### config.mk
export PLATFORM = sky130hd
export DESIGN_NAME = usb_fs_rx_phy_flat
export DESIGN_NICKNAME = d
export VERILOG_FILES = /design/src/rtl/usb_fs_rx_phy_if.sv /design/src/rtl/usb_fs_rx_phy.sv /design/src/flat_wrapper.sv
export SDC_FILE = /design/constraint.sdc
export NUM_CORES = 1
export LEC_CHECK = 0
export ABC_CLOCK_PERIOD_IN_PS = 2800
export CAP_MARGIN = 30
export CORE_MARGIN = 2
export CORE_UTILIZATION = 40
export DETAILED_ROUTE_END_ITERATION = 16
export DONT_BUFFER_PORTS = 1
export GPL_ROUTABILITY_DRIVEN = 0
export GPL_TIMING_DRIVEN = 0
export HOLD_SLACK_MARGIN = 0.12
export PLACE_DENSITY = 0.6
export SYNTH_ARGS = -nofsm -noshare
export SYNTH_HDL_FRONTEND = slang
export SYNTH_SLANG_ARGS = --single-unit
### constraint.sdc
create_clock -name clk -period 2.8 [get_ports clk]
set_clock_uncertainty 0.05 [all_clocks]
set_input_delay 0.42 -clock clk [delete_from_list [all_inputs] [get_ports clk]]
set_output_delay 0.42 -clock clk [all_outputs]
set_load 0.01 [all_outputs]
### src/rtl/usb_fs_rx_phy_if.sv
// Receive-side byte stream from the USB FS PHY to the packet decoder; err_count exists only with USB_RX_ERR_COUNT_EN.
// Strobe-only: no ready, the consumer must take every rx_valid/rx_eop/rx_err pulse.
interface usb_fs_rx_phy_if;
    logic [7:0] rx_data;
    logic       rx_valid;
    logic       rx_active;
    logic       rx_eop;
    logic       rx_err;
`ifdef USB_RX_ERR_COUNT_EN
    logic [7:0] err_count;

    modport master (output rx_data, rx_valid, rx_active, rx_eop, rx_err, err_count);
    modport slave  (input  rx_data, rx_valid, rx_active, rx_eop, rx_err, err_count);
`else
    modport master (output rx_data, rx_valid, rx_active, rx_eop, rx_err);
    modport slave  (input  rx_data, rx_valid, rx_active, rx_eop, rx_err);
`endif
endinterface

### src/rtl/usb_fs_rx_phy.sv
// USB FS receive PHY: SYNC detect, bit recovery, NRZI decode, destuff, EOP check (USB_RX_ERR_COUNT_EN adds err_count).
// Strobes land 1 clk after the deciding bit sample; no backpressure, every strobe must be consumed.
module usb_fs_rx_phy #(
    parameter int OVERSAMPLE   = 4,
    parameter int SYNC_TIMEOUT = 8
) (
    input  logic            clk,
    input  logic            rst_n,
    input  logic            dp_in,
    input  logic            dn_in,
    input  logic            tx_active,
    usb_fs_rx_phy_if.master rx
);
    localparam int            PW        = $clog2(OVERSAMPLE);
    localparam int            SW        = $clog2(SYNC_TIMEOUT + 1);
    localparam logic [PW-1:0] SAMPLE_PH = PW'(OVERSAMPLE / 2 - 1);
    localparam logic [1:0]    LS_J      = 2'b10;
    localparam logic [1:0]    LS_K      = 2'b01;
    localparam logic [1:0]    LS_SE0    = 2'b00;

    typedef enum logic [2:0] {S_IDLE, S_SYNC, S_DATA, S_EOP, S_ABORT} state_t;

    logic          dp_m, dp_s, dn_m, dn_s;
    logic [1:0]    ls, ls_q, prev_samp;
    logic [PW-1:0] phase;
    logic          change, bit_stb, is_se0, is_j, dbit;

    state_t        state, state_d;
    logic [SW-1:0] sync_cnt, sync_cnt_d;
    logic [2:0]    ones, ones_d;
    logic [2:0]    bit_cnt, bit_cnt_d;
    logic [7:0]    shreg, shreg_d;
    logic          se0_2, se0_2_d;
    logic          partial, partial_d;
    logic          j_seen, j_seen_d;
    logic [7:0]    data_q, data_d;
    logic          valid_q, valid_d, eop_q, eop_d, err_q, err_d, active_q, active_d;

    // (1,1) is folded into SE0 so only a clean differential state counts as J or K
    assign ls      = (dp_s ^ dn_s) ? {dp_s, dn_s} : LS_SE0;
    assign change  = (ls != ls_q);
    assign bit_stb = (phase == SAMPLE_PH) && !change;
    assign is_se0  = (ls == LS_SE0);
    assign is_j    = (ls == LS_J);
    assign dbit    = (ls == prev_samp);

    always_ff @(posedge clk or negedge rst_n) begin
        if (!rst_n) begin
            dp_m      <= 1'b0;
            dp_s      <= 1'b0;
            dn_m      <= 1'b0;
            dn_s      <= 1'b0;
            ls_q      <= LS_SE0;
            prev_samp <= LS_SE0;
            phase     <= '0;
        end else begin
            dp_m      <= dp_in;
            dp_s      <= dp_m;
            dn_m      <= dn_in;
            dn_s      <= dn_m;
            ls_q      <= ls;
            phase     <= change ? '0 : phase + PW'(1);
            if (bit_stb) prev_samp <= ls;
        end
    end

    always_comb begin
        state_d    = state;
        sync_cnt_d = sync_cnt;
        ones_d     = ones;
        bit_cnt_d  = bit_cnt;
        shreg_d    = shreg;
        se0_2_d    = se0_2;
        partial_d  = partial;
        j_seen_d   = j_seen;
        data_d     = data_q;
        valid_d    = 1'b0;
        eop_d      = 1'b0;
        err_d      = 1'b0;
        case (state)
            S_IDLE: begin
                if (change && ls_q == LS_J && ls == LS_K) begin
                    state_d    = S_SYNC;
                    sync_cnt_d = '0;
                end
            end
            S_SYNC: begin
                if (bit_stb) begin
                    if (is_se0) begin
                        state_d = S_IDLE;
                    end else if (dbit) begin
                        state_d   = S_DATA;
                        ones_d    = '0;
                        bit_cnt_d = '0;
                    end else if (sync_cnt == SW'(SYNC_TIMEOUT - 1)) begin
                        state_d = S_IDLE;
                    end else begin
                        sync_cnt_d = sync_cnt + SW'(1);
                    end
                end
            end
            S_DATA: begin
                if (bit_stb) begin
                    if (is_se0) begin
                        state_d   = S_EOP;
                        se0_2_d   = 1'b0;
                        partial_d = (bit_cnt != 3'd0);
                    end else if (ones == 3'd6) begin
                        if (dbit) begin
                            err_d    = 1'b1;
                            state_d  = S_ABORT;
                            j_seen_d = 1'b0;
                        end else begin
                            ones_d = '0;
                        end
                    end else begin
                        shreg_d   = {dbit, shreg[7:1]};
                        bit_cnt_d = bit_cnt + 3'd1;
                        ones_d    = dbit ? ones + 3'd1 : 3'd0;
                        if (bit_cnt == 3'd7) begin
                            valid_d = 1'b1;
                            data_d  = shreg_d;
                        end
                    end
                end
            end
            S_EOP: begin
                if (bit_stb) begin
                    if (!se0_2) begin
                        if (is_se0) begin
                            se0_2_d = 1'b1;
                        end else begin
                            err_d    = 1'b1;
                            state_d  = S_ABORT;
                            j_seen_d = 1'b0;
                        end
                    end else if (is_j) begin
                        state_d = S_IDLE;
                        err_d   = partial;
                        eop_d   = !partial;
                    end else if (!is_se0) begin
                        err_d    = 1'b1;
                        state_d  = S_ABORT;
                        j_seen_d = 1'b0;
                    end
                end
            end
            S_ABORT: begin
                if (bit_stb) begin
                    if (!is_j)       j_seen_d = 1'b0;
                    else if (j_seen) state_d  = S_IDLE;
                    else             j_seen_d = 1'b1;
                end
            end
            default: state_d = S_IDLE;
        endcase
        // Own transmission masks the receiver, including anything decided this cycle
        if (tx_active) begin
            state_d = S_IDLE;
            valid_d = 1'b0;
            eop_d   = 1'b0;
            err_d   = 1'b0;
            data_d  = data_q;
        end
        active_d = (state_d == S_DATA) || (state_d == S_EOP);
    end

    always_ff @(posedge clk or negedge rst_n) begin
        if (!rst_n) begin
            state    <= S_IDLE;
            sync_cnt <= '0;
            ones     <= '0;
            bit_cnt  <= '0;
            shreg    <= '0;
            se0_2    <= 1'b0;
            partial  <= 1'b0;
            j_seen   <= 1'b0;
            data_q   <= '0;
            valid_q  <= 1'b0;
            eop_q    <= 1'b0;
            err_q    <= 1'b0;
            active_q <= 1'b0;
        end else begin
            state    <= state_d;
            sync_cnt <= sync_cnt_d;
            ones     <= ones_d;
            bit_cnt  <= bit_cnt_d;
            shreg    <= shreg_d;
            se0_2    <= se0_2_d;
            partial  <= partial_d;
            j_seen   <= j_seen_d;
            data_q   <= data_d;
            valid_q  <= valid_d;
            eop_q    <= eop_d;
            err_q    <= err_d;
            active_q <= active_d;
        end
    end

    assign rx.rx_data   = data_q;
    assign rx.rx_valid  = valid_q;
    assign rx.rx_eop    = eop_q;
    assign rx.rx_err    = err_q;
    assign rx.rx_active = active_q;

`ifdef USB_RX_ERR_COUNT_EN
    logic [7:0] err_cnt;

    always_ff @(posedge clk or negedge rst_n) begin
        if (!rst_n)                         err_cnt <= '0;
        else if (err_d && err_cnt != 8'hFF) err_cnt <= err_cnt + 8'd1;
    end

    assign rx.err_count = err_cnt;
`endif
endmodule
### src/flat_wrapper.sv
// flat-port wrapper written by rule: the top's interface ports become plain ports
module usb_fs_rx_phy_flat 
#(
    parameter int OVERSAMPLE   = 4,
    parameter int SYNC_TIMEOUT = 8
)
  (clk, rst_n, dp_in, dn_in, tx_active, rx_rx_data, rx_rx_valid, rx_rx_active, rx_rx_eop, rx_rx_err);
  usb_fs_rx_phy_if rx_i ();
  input  logic clk;
  input  logic rst_n;
  input  logic dp_in;
  input  logic dn_in;
  input  logic tx_active;
  output wire logic [$bits(rx_i.rx_data)-1:0] rx_rx_data;
  output wire logic [$bits(rx_i.rx_valid)-1:0] rx_rx_valid;
  output wire logic [$bits(rx_i.rx_active)-1:0] rx_rx_active;
  output wire logic [$bits(rx_i.rx_eop)-1:0] rx_rx_eop;
  output wire logic [$bits(rx_i.rx_err)-1:0] rx_rx_err;
  assign rx_rx_data = rx_i.rx_data;
  assign rx_rx_valid = rx_i.rx_valid;
  assign rx_rx_active = rx_i.rx_active;
  assign rx_rx_eop = rx_i.rx_eop;
  assign rx_rx_err = rx_i.rx_err;
  usb_fs_rx_phy #(.OVERSAMPLE(OVERSAMPLE), .SYNC_TIMEOUT(SYNC_TIMEOUT)) u_core (.clk(clk), .rst_n(rst_n), .dp_in(dp_in), .dn_in(dn_in), .tx_active(tx_active), .rx(rx_i));
endmodule
Word-level counts from Yosys, hierarchy flattened --
Cells that the tools add are included.
Storage, ports and cells: register bits after elaboration 46, word-level logic and storage cells 157, RAM bits 0, bits in read-only memories 0, bits of input ports 5, output and inout port bits 12, bits in latches 0, memories kept 0
Cells by class: add/sub/neg operators 4, div/mod/pow operators 0, $lt $le $gt $ge 0, reductions and logical operators 21, shift-type cells 0, eq/ne operators 31, bitwise operators 4, multipliers 0, muxes and demuxes 77
Operator list (count):
- 3-bit two-way mux | 28
- 1-bit two-way mux | 35
- 4-bit two-way mux | 5
- 2-bit by 1-bit != test with 1-bit output (second input constant) | 9
- 3-bit one-hot mux with 5 select lines | 1
- 7-bit AND reduction | 2
- 3-bit by 2-bit equality test with 1-bit output (second input constant) | 4
- 3-bit one-hot mux with 2 select lines | 2
- 6-bit AND reduction | 2
- 2-bit != test (second input constant) | 5
- 3-bit equality test (second input constant) | 3
- 4-bit one-hot mux with 2 select lines | 1
- 4-bit AND reduction | 2
- 8-bit AND reduction | 1
- 3-bit by 1-bit adder with 3-bit output (second input constant) | 2
- 3-bit != test (second input constant) | 2
- 2-bit nonzero test | 3
- 3-bit nonzero test | 2
- 4-bit by 1-bit adder with 4-bit output (second input constant) | 1
- 2-bit by 1-bit equality test with 1-bit output (second input constant) | 2
- 2-bit equality test (second input constant) | 2
- 4-bit by 3-bit equality test with 1-bit output (second input constant) | 1
- 2-bit two-way mux | 2
- 1-bit one-hot mux with 2 select lines | 2
- other kinds (13) | 18

Longest topological paths before layout --
Gate-level depths: netlist (run 1).
word-level depth 11, gate-level depth with buffers 10, depth with buffers taken out 7

Worst setup path after synthesis (run 1) --
No wires, ideal clock.
path kind flip-flop to flip-flop, from reg u_core.dn_s, to reg u_core.data_q[0] (netlist: u_core.rx.rx_data[0]), path slack 0.652 ns, arrival time 1.973 ns, clock period less this slack 2.148 ns, library setup time 0.125 ns, required time 2.625 ns, cell stages (with the launch flop) 11, path through dfrtp_1 inv_1 ha_1 buf_4 xnor2_2 and3_1 buf_6 and2_4 and3b_1 buf_6 mux2_4
Between the ends: word-level cells in the longest chain between the ends 6
RTL lines:
- start: declaration | RTL line usb_fs_rx_phy.sv:23 | logic dp_m, dp_s, dn_m, dn_s;
- start signal: assignment | RTL line usb_fs_rx_phy.sv:60 | dn_s <= dn_m;
- 1-bit bitwise XOR (*) | RTL line usb_fs_rx_phy.sv:40 | assign ls = (dp_s ^ dn_s) ? {dp_s, dn_s} : LS_SE0;
- 2-bit two-way mux (*) | RTL line usb_fs_rx_phy.sv:40
- named net u_core.ls[1] | RTL line usb_fs_rx_phy.sv:24 | logic [1:0] ls, ls_q, prev_samp;
- 2-bit != test | RTL line usb_fs_rx_phy.sv:41 | assign change = (ls != ls_q);
- 1-bit logical NOT | RTL line usb_fs_rx_phy.sv:42 | assign bit_stb = (phase == SAMPLE_PH) && !change;
- 1-bit logical AND | RTL line usb_fs_rx_phy.sv:42
- 6-bit AND reduction (no source line) (*)
- end signal: assignment | RTL line usb_fs_rx_phy.sv:192 | data_q <= data_d;
- end: declaration | RTL line usb_fs_rx_phy.sv:36 | logic [7:0] data_q, data_d;
The timed path passes the listed nets; every way through them passes the cells marked *. A chain may end at the register's enable or synchronous reset.

Final worst setup path (run 1) --
from reg u_core.dn_s, to reg u_core.data_q[1] (netlist: u_core.rx.rx_data[1])
Same word-level chain as after synthesis.

==> results of run 1 <==
routing by layer:
layer  GRT usage [%]  vias up
met2            24.9       30
met1            20.0      733
li1                -      673
met4            4.82        0
met5               0        -
met3            3.84        8
how the worst max path moves through the flow:
| stage | start | to | cells after the start |
|---|---|---|---|
| 2_1_floorplan | u_core.dn_s$_DFF_PN0_ | u_core.rx.rx_data[0]$_DFFE_PN0P_ | 10 |
| 3_3_place_gp | u_core.dn_s$_DFF_PN0_ | u_core.rx.rx_data[3]$_DFFE_PN0P_ | 8 |
| 3_5_place_dp | u_core.dn_s$_DFF_PN0_ | u_core.rx.rx_data[1]$_DFFE_PN0P_ | 10 |
| 4_1_cts | u_core.dn_s$_DFF_PN0_ | u_core.rx.rx_data[1]$_DFFE_PN0P_ | 10 |
| 5_1_grt | u_core.dn_s$_DFF_PN0_ | u_core.rx.rx_data[1]$_DFFE_PN0P_ | 8 |
| 6_report | u_core.dn_s$_DFF_PN0_ | u_core.rx.rx_data[1]$_DFFE_PN0P_ | 10 |
cell usage after synthesis, types with 2 or more instances:
cell type / count / area, sq um
a211oi_1: 2 / 15.0
a21o_1: 2 / 15.0
a21oi_1: 4 / 20.0
a22o_1: 3 / 26.3
a22oi_1: 2 / 15.0
and2_1: 2 / 12.5
and3_1: 3 / 18.8
buf_2: 2 / 10.0
buf_6: 2 / 22.5
clkbuf_1: 2 / 7.51
dfrtp_1: 45 / 1130
ha_1: 10 / 125
inv_1: 9 / 33.8
mux2_2: 10 / 113
mux2_4: 8 / 120
mux2i_1: 2 / 20.0
nand2_1: 10 / 37.5
nand3_1: 11 / 55.1
nor2_1: 11 / 41.3
nor2b_1: 4 / 25.0
nor3_1: 2 / 10.0
nor3b_1: 3 / 22.5
o21ai_0: 12 / 60.1
xnor2_1: 4 / 35.0
xor2_1: 2 / 17.5
cells by family after synthesis:
| kind of cell | after synthesis | synth area share [%] |
|---|---|---|
| flip-flops | 45 | 52.3 |
| AO/OA/AOI/OAI | 31 | 9.29 |
| adder cells (fa/ha/maj) | 10 | 5.81 |
| multiplexers | 20 | 11.7 |
| AND/OR/NAND/NOR | 56 | 13.9 |
| XOR/XNOR | 7 | 3.19 |
| buffers and inverters | 16 | 3.77 |
sequential cells by signal, summed over array words and instances (netlist names):
name                 cells
u_core.se0_2             1
u_core.dn_m              1
u_core.dp_s              1
u_core.rx.rx_eop         1
u_core.ls_q              2
u_core.state             3
u_core.shreg             7
u_core.dn_s              1
u_core.prev_samp         2
u_core.partial           1
u_core.phase             2
u_core.j_seen            1
u_core.rx.rx_err         1
u_core.dp_m              1
u_core.sync_cnt          4
u_core.rx.rx_valid       1
u_core.bit_cnt           3
u_core.ones              3
u_core.rx.rx_active      1
u_core.rx.rx_data        8
metrics by stage:
step                worst slack, ns  utilization, %  power, W
floorplan                     0.652               -  0.000802
global placement              0.516            43.6  0.000829
detailed placement            0.479            43.6  0.000832
CTS                           0.470            46.8   0.00132
global route                  0.315            46.8   0.00137
finish                        0.477            46.8   0.00130
worst max-delay path, cell delays in order (launching register included):
cell	delay, ns
dfrtp_1	0.38
inv_1	0.05
ha_1	0.20
buf_4	0.18
xnor2_2	0.24
and3_1	0.21
buf_6	0.12
and2_4	0.13
and3b_1	0.17
buf_6	0.17
mux2_4	0.31
power breakdown:
group,total [W],leakage (nW),switching [W],internal [W]
Combinational,0.000146,0.476,0.0000885,0.0000577
Sequential,0.000693,0.608,0.0000204,0.000672
Clock,0.000458,0.0540,0.000199,0.000259
area by class of cell:
| type | count | area, sq um |
|---|---|---|
| tap | 70 | 87.6 |
| buffer | 7 | 47.5 |
| inverter | 9 | 33.8 |
| fill | 502 | 2740 |
| clock inverter | 2 | 35.0 |
| clock buffer | 5 | 68.8 |
| multi-input combinational | 124 | 947 |
| sequential | 45 | 1130 |
| timing repair buffer | 4 | 57.6 |
placed cells by master (no fill, tap or decap), drive strengths merged, types with 3 or more instances in the layout:
master and n:
dfrtp 45, mux2 18, o21ai 12, nand3 11, nor2 11, nand2 10
ha 10, inv 9, clkbuf 7, buf 6, xnor2 5, nor2b 4
a21oi 4, and3 3, nor3b 3, a22o 3, dlygate4sd3 3, and2 3
==> key figures, run 1 <==
Worst setup path
  • Crit path DAT: 2.45 ns
  • RR Startpoint: u_core.dn_s$_DFF_PN0_
  • FF-to-FF setup slack: about 0.48 ns
  • Worst EP required: slightly below 3 ns
  • WS Path Type: reg -> reg
  • CP Max Fanout: 9
  • Startpoint types: flip-flop
  • Crit. End Element: flip-flop
  • RR Endpoint: u_core.rx.rx_data[1]$_DFFE_PN0P_
  • R2R depth: 10

Synth
  • Syn_area_per_cell: 11.6 sq um
  • Cells after Synth: 185
  • Cell variety after synth: 43
  • Post-Syn Area: 2150 sq um
  • Yosys warns: 0
  • Number of synthesized register bits: 45
  • Syn Nets: 200
  • EDFF count, synth: 0
  • Sequential cell area fraction in the yosys report: 52.3%
  • Top FF cell, synth: dfrtp_1
  • Async set-reset flop share out of synthesis: 100%

Drt
  • DR iter-0 viols: 70
  • Max Used Layer: met4
  • Number of remaining DRC errors: 0
  • Via count: approximately 1400
  • Via density: 5.43
  • ANT nets after route: 0
  • DRT Wirelength: ~3900 microns
  • Wl on met1: 1810 microns
  • Routed wire per std cell: 14.8 microns
  • Detailed Routing Iterations Pass 1: 5
  • WL met2: 1920 microns
  • Wire length on met3: around 130 microns

STA
  • Slew Limit Fails: 0
  • Worst-Margin Slew: about 0.45 ns
  • Final hold violations: 0
  • RSZ-0062 raised after global routing: false
  • # setup viols final: 0
  • Rel. slew slack: 70.1%
  • Final period util: approximately 83%
  • Sum Neg Setup Slack: 0 ns
  • FMAX: 431 MHz
  • Min cycle time layout: 2.32 ns
  • Hold slack: 0.298 ns

Global routing
  • First-pass GRT wire length: between 7000 and 8000 microns
  • Gr usage total: approximately 15%
  • Largest net degree at the start of global routing: 46
  • GR Overflow Total: 0
  • Vias in the first global route: around 1400
  • Initial antenna violation count: 0

Hold path
  • Hold Path Sink: u_core.rx.rx_err$_DFF_PN0_
  • Hold Startpoint: tx_active
  • Hold depth: 3
  • Worst Hold Class: in -> reg

Floorplan
  • Starting Density: a little over two fifths
  • Core Area: roughly 5100 sq um
  • Die W: 77.4 microns
  • Die Area: 5990 sq um
  • IO Count: 17
  • Num rows: 26
  • Die H: 77.4 microns

Placed design
  • Port bufs: 0
  • Placement Cell Area: 2240 sq um
  • Hpwl dp: 2880 microns
  • Dpl cells: 255

Clock network
  • Maximum root-to-sink buffer count: 2
  • PostCTS Resize Cnt: 0
  • Clock sink count: 45
  • H-tree depth: 2
  • Hold_buf cts: 4
  • Worst-path clk slew: 0.08 ns
  • Worst skew pair latency: 0.29 ns
  • Num CTS Buffers: 5
  • Root buffer cell: clkbuf_8
  • CTS tree: built
  • Setup bufs post-CTS: 0

Finish
  • Nets: 211
  • Number of diodes: 0
  • Post-layout instance area: 2400 sq um
  • Area grow syn2layout: 11.6%
  • Non-filler cells, final: approximately 270
  • Share of layout cells above drive strength 1: 17.3%

Power and ir drop
  • Maximum vdd drop: 0.396 mV
  • Leak: 1.14 nW
  • PwrDens: 540 nW/um^2

Outcome
  • Outcome: complete, no violations

Run
  • # Max-Cap Violations: 0
Note: power is estimated with default switching activity, not from simulation.
==> run 2, diff against run 1 <==
--- a/config.mk
+++ b/config.mk
@@ -5,7 +5,7 @@
 export SDC_FILE = /design/constraint.sdc
 export NUM_CORES = 1
 export LEC_CHECK = 0
-export ABC_CLOCK_PERIOD_IN_PS = 2800
+export ABC_CLOCK_PERIOD_IN_PS = 2200
 export CAP_MARGIN = 30
 export CORE_MARGIN = 2
 export CORE_UTILIZATION = 40
==> constraint.sdc (replaced) <==
create_clock -name clk -period 2.2 [get_ports clk]
set_clock_uncertainty 0.05 [all_clocks]
set_input_delay 0.33 -clock clk [delete_from_list [all_inputs] [get_ports clk]]
set_output_delay 0.33 -clock clk [all_outputs]
set_load 0.01 [all_outputs]
==> key figures, run 2 (synthesized netlist as in run 1, its figures left out) <==
Outcome
  • Outcome: complete, no violations

Placed design
  • Hpwl dp: 2880 microns (unchanged)
  • Placement Cell Area: 2240 sq um (unchanged)
  • Port bufs: 0 (unchanged)

Power and ir drop
  • Maximum vdd drop: 0.505 mV (+28%)
  • PwrDens: 670 nW/um^2 (+24%)
  • Leak: 1.17 nW (+2.9%)

Worst setup path
  • Sum of buffers and inverters on the critical path: 2 (-2)
  • Startpoint types: flip-flop
  • Cells along the critical path: buf_4 > ha_4 > xnor2_4 > and3_4 > and2_4 > and3b_2 > buf_6 > mux2_4
  • CP Max Fanout: 9 (unchanged)
  • CP max stage cell: dfrtp_1
  • Worst EP required: 2.33 ns (-0.60 ns)
  • Critical path's top delay family: simple AND/OR/NAND/NOR gates
  • Crit path DAT: 2.20 ns (-0.25 ns)
  • Crit. End Element: flip-flop
  • WS Path Type: reg -> reg
  • Max incr delay on CP: 0.38 ns (about the same)

Global routing
  • First-pass GRT wire length: 7530 microns (+4.4%)
  • Largest net degree at the start of global routing: 46 (unchanged)
  • Gr usage total: 16.0% (+0.73 points)
  • Vias in the first global route: 1499 (+3.6%)
  • Initial antenna violation count: 0 (unchanged)
  • GR Overflow Total: 0 (unchanged)

Finish
  • Area grow syn2layout: 16.9%
  • Post-layout instance area: 2520 sq um (+4.8%)
  • Number of diodes: 0 (unchanged)
  • Nets: 216 (+2.4%)
  • Commonest non-fill, non-tap cells in the layout: 44 x dfrtp_1, 12 x o21ai_0, 11 x nand3_1, 11 x nor2_1
  • Number of flip-flops in the largest register: 8 (unchanged)
  • Share of layout cells above drive strength 1: 23.9% (+6.5 points)
  • Most common cell after layout, fill and taps aside: dfrtp_1

Drt
  • Via density: 5.32 (-1.9%)
  • Via count: 1443 (-0.069%)
  • DR iter-0 viols: 53 (-24%)
  • Detailed Routing Iterations Pass 1: 4 (-1)
  • Routed wire per std cell: 15.3 microns (+3.4%)
  • ANT nets after route: 0 (unchanged)
  • Number of remaining DRC errors: 0 (unchanged)
  • DRT Wirelength: 4140 microns (+5.3%)

Clock network
  • Worst-path clk slew: 0.08 ns (about the same)
  • Maximum root-to-sink buffer count: 2 (unchanged)
  • Root buffer cell: clkbuf_8
  • H-tree depth: 2 (unchanged)
  • Worst skew pair latency: 0.29 ns (about the same)
  • CTS tree: built
  • Clock sink count: 45 (unchanged)
  • Num CTS Buffers: 5 (unchanged)

Floorplan
  • Die Area: 5990 sq um (unchanged)
  • Num rows: 26 (unchanged)
  • IO Count: 17 (unchanged)
  • Die W: 77.4 microns (unchanged)
  • Die H: 77.4 microns (unchanged)
  • Core Area: 5140 sq um (unchanged)
  • Starting Density: 41.9% (unchanged)

STA
  • Hold slack: 0.216 ns (-0.0819 ns)
  • Slew Limit Fails: 0 (unchanged)
  • Final hold violations: 0 (unchanged)
  • Worst-Margin Slew: 0.440 ns (-0.00557 ns)
  • Sum Neg Setup Slack: 0 ns (unchanged)
  • Rel. slew slack: 70.5% (+0.37 points)
  • Min cycle time layout: 2.08 ns (-0.244 ns)
  • FMAX: 481 MHz (+12%)
  • RSZ-0062 raised after global routing: false
  • Final period util: 94.5% (+12 points)
  • # setup viols final: 0 (unchanged)

Run
  • # Max-Cap Violations: 0 (unchanged)

Hold path
  • Worst Hold Class: in -> reg
[run 2: cell count changes in the layout (fill, tap and decap cells not counted), sizes merged]
cell | before | now
buf | 6 | 11
[run 2: per-stage QoR]
step / utilization, % / power [W] / setup slack [ns] / cells
after floorplan: - / 0.00102 / 0.0519 / 185
after global placement: 43.6 / 0.00106 / -0.0843 / 255
after detailed placement: 43.6 / 0.00106 / -0.121 / 255
after CTS: 48.3 / 0.00170 / 0.00522 / 269
after global routing: 49.0 / 0.00177 / 0.0214 / 271
final: 49.0 / 0.00169 / 0.121 / 271
[run 2: power by group]
group	internal, W	leakage [nW]	total [W]	switching (W)
clock	0.000330	0.0540	0.000584	0.000254
sequential	0.000856	0.607	0.000885	0.0000290
combinational	0.0000954	0.511	0.000218	0.000122
[run 2: what timing repair did]
action,in CTS,in global routing
hold buffers,4,0
hold endpoints to repair,47,0
setup buffers,2,4
pin swaps,3,4
resized for setup,12,7
cloned,1,0
endpoints found under the setup margin,14,20
[run 2: worst paths after layout]
path                                       startpoint                          endpoint  slack [ns]  cells past startpoint
worst max-delay path            u_core.dp_s$_DFF_PN0_  u_core.rx.rx_data[1]$_DFFE_PN0P_        0.12                      8
worst min-delay path                        tx_active        u_core.rx.rx_err$_DFF_PN0_        0.22                      3
worst max register to register  u_core.dp_s$_DFF_PN0_  u_core.rx.rx_data[1]$_DFFE_PN0P_        0.12                      8
worst min register to register  u_core.dn_m$_DFF_PN0_             u_core.dn_s$_DFF_PN0_        0.30                      0
max in group asynchronous                       rst_n             u_core.dn_s$_DFF_PN0_        1.39                      2
min in group asynchronous                       rst_n          u_core.ls_q[0]$_DFF_PN0_        0.50                      2
[run 2: worst min-delay path: cells and delay by family]
kind | cells | cell delay, ns
and+or+nand+nor | 2 | 0.16
AOI/OAI and AO/OA | 1 | 0.03
[run 2: area by class of cell]
| type | instances | area [sq um] |
|---|---|---|
| Buffer | 5 | 31.3 |
| Clock buffer | 5 | 68.8 |
| Clock inverter | 2 | 35.0 |
| Fill cell | 491 | 2620 |
| Inverter | 9 | 33.8 |
| Multi-Input combinational cell | 124 | 1020 |
| Sequential cell | 45 | 1130 |
| Tap cell | 70 | 87.6 |
| Timing Repair Buffer | 11 | 114 |
[run 2: per-layer routing]
metal / GRT usage (%) / share of wire, % / vias up
li1: - / - / 684
met1: 21.0 / 45 / 723
met2: 26.3 / 49 / 28
met3: 3.84 / 4.1 / 8
met4: 4.82 / 1.8 / 0
met5: 0 / 0 / -
